## src/rtl/adc_capture_ctrl.sv

```systemverilog
// adc_capture_ctrl: armed rising-level-crossing capture of DEPTH=2^AW samples into a buffer with a registered read port.
// Define ADC_CAP_AUTO_TRIG_EN to force a trigger after TIMEOUT cycles spent armed.
module adc_capture_ctrl #(
    parameter int DW      = 8,
    parameter int AW      = 8,
    parameter int TIMEOUT = 1000
) (
    input  logic          i_clk,
    input  logic          i_rst,
    input  logic          i_arm,
    input  logic          i_abort,
    input  logic [DW-1:0] i_din,
    input  logic          i_otr_in,
    input  logic [DW-1:0] i_trig_lvl,
    input  logic [AW-1:0] i_rd_addr,
    output logic [DW-1:0] o_rd_data,
    output logic [1:0]    o_state,
    output logic          o_done,
    output logic          o_otr_flag,
    output logic          o_auto_flag
);
    typedef enum logic [1:0] {S_IDLE, S_ARMED, S_CAPTURE, S_DONE} state_t;
    state_t        r_state, w_next;
    logic [DW-1:0] r_prev, r_rd_data;
    logic [DW-1:0] r_mem [2**AW];
    logic [AW-1:0] r_wptr, w_waddr;
    logic          r_otr, r_auto, w_cross, w_force, w_trig, w_we, w_arm_go;

    assign w_cross  = r_prev < i_trig_lvl && i_din >= i_trig_lvl;
    assign w_trig   = r_state == S_ARMED && (w_cross || w_force);
    assign w_we     = !i_abort && (w_trig || r_state == S_CAPTURE);
    assign w_arm_go = !i_abort && i_arm && (r_state == S_IDLE || r_state == S_DONE);
    assign w_waddr  = r_state == S_ARMED ? '0 : r_wptr;

`ifdef ADC_CAP_AUTO_TRIG_EN
    localparam int CW = $clog2(TIMEOUT + 1);
    logic [CW-1:0] r_cnt;
    always_ff @(posedge i_clk) begin
        if (i_rst || w_arm_go)
            r_cnt <= '0;
        else if (r_state == S_ARMED)
            r_cnt <= r_cnt + 1'b1;
    end
    assign w_force = r_cnt == CW'(TIMEOUT - 1);
`else
    assign w_force = 1'b0;
`endif

    always_comb begin
        w_next = r_state;
        case (r_state)
            S_IDLE, S_DONE: w_next = i_arm ? S_ARMED : r_state;
            S_ARMED:        w_next = w_trig ? S_CAPTURE : S_ARMED;
            S_CAPTURE:      w_next = &r_wptr ? S_DONE : S_CAPTURE;
            default:        w_next = S_IDLE;
        endcase
        if (i_abort)
            w_next = S_IDLE;
    end

    always_ff @(posedge i_clk) begin
        if (i_rst) begin
            r_state   <= S_IDLE;
            r_prev    <= '1;
            r_wptr    <= '0;
            r_otr     <= 1'b0;
            r_auto    <= 1'b0;
            r_rd_data <= '0;
        end else begin
            r_state   <= w_next;
            r_prev    <= i_din;
            r_rd_data <= r_mem[i_rd_addr];
            if (w_we)
                r_wptr <= w_waddr + 1'b1;
            r_otr  <= w_arm_go ? 1'b0 : r_otr | (w_we & i_otr_in);
            // a genuine crossing in the timeout cycle is a normal trigger
            r_auto <= w_arm_go ? 1'b0 : r_auto | (w_trig & w_force & !w_cross & !i_abort);
        end
    end

    always_ff @(posedge i_clk) begin
        if (w_we)
            r_mem[w_waddr] <= i_din;
    end

    assign o_rd_data   = r_rd_data;
    assign o_state     = r_state;
    assign o_done      = r_state == S_DONE;
    assign o_otr_flag  = r_otr;
    assign o_auto_flag = r_auto;
endmodule

```

## config.mk

```make
export PLATFORM = sky130hd
export DESIGN_NAME = adc_capture_ctrl
export DESIGN_NICKNAME = d
export VERILOG_FILES = /design/src/rtl/adc_capture_ctrl.sv
export SDC_FILE = /design/constraint.sdc
export NUM_CORES = 2
export LEC_CHECK = 0
export CAP_MARGIN = 20
export CORE_MARGIN = 5
export CORE_UTILIZATION = 29
export DETAILED_ROUTE_END_ITERATION = 8
export RECOVER_POWER = 100
export SLEW_MARGIN = 0
export SYNTH_ARGS = -nofsm -noshare
export SYNTH_HDL_FRONTEND = slang
export SYNTH_SLANG_ARGS = --single-unit
export TNS_END_PERCENT = 10
```

## constraint.sdc

```tcl
create_clock -name i_clk -period 3.85 [get_ports i_clk]
set_input_delay 0.77 -clock i_clk [delete_from_list [all_inputs] [get_ports i_clk]]
set_output_delay 0.77 -clock i_clk [all_outputs]
set_load 0.005 [all_outputs]
```

==> reports/metrics.csv <==
stage;metric;value;unit
run_status;status;finished with violations;
run_status;failing checks;max-capacitance violations, max-slew violations;
finish;Final Cell Area;93540;um^2
route;# DRC;0;
floorplan;Starting Density;0.2916;
route;routed vias;41630;
sta;RSZ-0062 raised after global routing;no;
floorplan;die area;289200;um^2
placement;post-DP HPWL;135500;um
setup_path;CP Capture Type;flip-flop;
setup_path;Largest stage delay, worst path;2.18;ns
sta;clock skew;0.03257;ns
finish;commonest non-fill, non-tap cells in the layout;2,048 x edfxtp_1, 365 x mux4_2, 261 x mux2i_1;
setup_path;critical-path maximum fanout;204;
yosys;post-synthesis simple-gate area fraction;0.03667;
yosys;Mapped Area;80770;um^2
yosys;ys async rst share;0;
setup_path;Setup crit start kind;primary input;
finish;Layout Nets;4499;
global_routing;first-pass GRT wire length;304200;um
yosys;xor-xnor portion of the synthesized cell area;0;
clocking;Clock Tree Root;clkbuf_16;
setup_path;Worst Path Class, Setup;in -> reg;
sta;Slew Limit Fails;668;
power;PwrDens;492.2;nW/um^2
setup_path;CP cell instances;buf_8 -> clkbuf_1 -> buf_12;
yosys;multiplexer share of the synthesized area;0.1403;
route;drt pass-1 iters;6;
worst_hold_path;worst hold path depth;2;
global_routing;total grt overflow;0;
yosys;post-synth net total;4052;
setup_path;Critical-path top delay cell;clkbuf_1;
yosys;Post-Syn Area per Cell;20.19;um^2
clocking;post-CTS sizing;0;
setup_path;setup slack, reg-to-reg;0.24;ns
placement;Placer Congestion;0.8655;
clocking;hold-fix buffers at CTS;0;
sta;post-route setup slack;0.1879;ns
route;Initial DRC Count;4797;
worst_hold_path;hold crit path type;reg -> reg;
global_routing;gr usage total;0.1437;
sta;Final period util;0.9512;
finish;Syn-to-layout area delta;15.81;%
yosys;Most used DFF post-synth;edfxtp_1;
floorplan;Die Ht;537.8;um
power;maximum VDD drop;0.0003855;V
clocking;Num CTS Buffers;197;
global_routing;vias in the first global route;41460;
placement;PortBufs;40;
sta;Max Fclk;273.1;MHz
sta;Worst Tran Pin Value;3.104;ns
setup_path;Reg2Reg Depth;9;
clocking;CTS tree;done;
sta;Final min period;3.662;ns
clocking;Reg clk slew, reported paths;0.06;ns
yosys;synth warn;0;
power;Leakage;29.33;nW
clocking;buffer count from post-CTS setup fixing;0;
yosys;Synth Area in Compound Gates;0.02973;
yosys;Mapped Cells;4001;
yosys;post-synthesis sequential area ratio;0.7681;
yosys;largest family of logic cells by synthesized area;multiplexers;
yosys;Post-synth EDFFs;2048;
sta;final setup vio count;0;
sta;Final Hold Viols;0;
placement;area of placed instances;87860;um^2
global_routing;initial antenna violation count;17;
route;routed length per instance;25.47;um
global_routing;largest net degree at the start of global routing;205;
floorplan;I/O pin cnt;42;
yosys;Yosys reg bits;2075;
clocking;H-tree depth;4;
floorplan;core area;277000;um^2
finish;layout cell share with drive strength beyond 1;0.2136;
setup_path;worst path required time;4.29;ns
flow_run;Maximum Capacitance Violations;11;
setup_path;reg2reg start;o_state[1];
power;overall power;46.04;mW
finish;most common cell after layout, fill and taps aside;edfxtp_1;
worst_hold_path;Hold Crit Start;o_otr_flag;
setup_path;CP arrival;4.10;ns
route;Antenna Nets Post-Route;0;
route;drt total wl;212500;um
clocking;clk_lat worst skew;0.84;ns
clocking;Clock Sink Count;2075;
worst_hold_path;Hold EP;o_otr_flag;
floorplan;Die Wd;537.8;um
clocking;clock buffer depth;3;
finish;fill cell count;26060;
placement;pre-CTS WS;-0.4423;ns
yosys;Synth cell types;62;
floorplan;row count;193;
sta;Max-slew headroom;-1.069;
setup_path;worst reg2reg endpoint;r_mem[174][7];
route;vias per inst;4.990;
yosys;Synth Area in Adders;0.003408;
==> metal layers <==
| layer | share of wire | vias to the layer above | global-route usage | wire length (um) |
|---|---|---|---|---|
| li1 | - | 17490 | - | - |
| met1 | 0.41 | 21910 | 0.1954 | 87400 |
| met2 | 0.48 | 1888 | 0.2326 | 101800 |
| met3 | 0.075 | 346 | 0.02717 | 16020 |
| met4 | 0.034 | 6 | 0.04772 | 7257 |
| met5 | 0.00020 | - | 0 | 42 |
==> where the power goes <==
group	leakage, nW	total (mW)	internal, mW	switching (mW)
registers	18.6	24.9	24.8	0.0466
clock network	3.06	19.0	10.7	8.33
logic	7.65	2.17	0.755	1.41
total	29.3	46.0	36.2	9.79
==> through the flow <==
step                hold WS, ns    util  TNS [ns]  instances
floorplan                0.4487       -         0       4001
global placement         0.4724  0.3172   -103.46       7936
detailed placement       0.4820  0.3172   -141.72       7936
CTS                      0.1540  0.3399         0       8303
global route             0.4933  0.3377         0       8343
finish                   0.4855  0.3377         0       8344
==> state kept, by name, summed over array words and instances (netlist names) <==
register and count:
r_mem 2048, o_rd_data 8, r_prev 8, r_wptr 8, o_state 2, o_otr_flag 1
==> kinds of logic after synthesis <==
group	count (synthesis)
AO/OA/AOI/OAI	365
AND/OR/NAND/NOR	635
flip-flops	2075
adder cells (fa/ha/maj)	22
other	1
multiplexers	645
buffers and inverters	258
==> cell usage after synthesis, drive strengths merged, types with 2 or more instances <==
cell type | number | share of area
edfxtp | 2048 | 0.76
mux4 | 384 | 0.11
mux2i | 261 | 0.032
nor2 | 229 | 0.011
o22ai | 181 | 0.014
buf | 150 | 0.016
nand2 | 140 | 0.0066
clkbuf | 90 | 0.0047
nor3 | 76 | 0.0048
nor4 | 75 | 0.0058
a22oi | 49 | 0.0047
a21oi | 48 | 0.0030
nand3 | 33 | 0.0020
a22o | 31 | 0.0034
dfxtp | 27 | 0.0067
o21ai | 27 | 0.0017
nand4 | 24 | 0.0019
ha | 22 | 0.0034
inv | 18 | 0.00084
or4 | 14 | 0.0013
nand2b | 12 | 0.00093
nor2b | 9 | 0.00070
or2 | 8 | 0.00062
a21o | 6 | 0.00057
a31oi | 6 | 0.00046
nor3b | 4 | 0.00037
a211oi | 3 | 0.00028
and2 | 3 | 0.00023
nand3b | 3 | 0.00028
a211o | 2 | 0.00022
or3 | 2 | 0.00015
==> worst max-delay path: cells and delay by family <==
family | cells | cell delay (ns)
buffers and inverters | 3 | 2.86
==> layout make-up <==
type | instances | area [um^2] | share of cell area
multi-input combinational | 1668 | 17010 | 0.1818
tap | 3705 | 4636 | 0.04956
sequential | 2075 | 62040 | 0.6632
antenna | 23 | 57.56 | 0.0006153
clock buffer | 246 | 5145 | 0.05500
clock inverter | 121 | 1150 | 0.01229
timing repair buffer | 488 | 3441 | 0.03678
inverter | 18 | 67.56 | 0.0007223
==> worst max-delay path by stage <==
stage | startpoint | end | slack, ns | cells after the start
floorplan | i_trig_lvl[1] | r_mem[112][0] | 0.45 | 9
global placement | i_trig_lvl[1] | r_mem[243][6] | -0.35 | 10
detailed placement | i_trig_lvl[1] | r_mem[113][4] | -0.44 | 10
CTS | i_trig_lvl[1] | r_mem[113][4] | 0.47 | 10
global route | o_state[1] | r_mem[155][2] | 0.14 | 10
finish | i_din[6] | r_mem[168][6] | 0.19 | 3
Note: power is estimated with default switching activity, not from simulation.
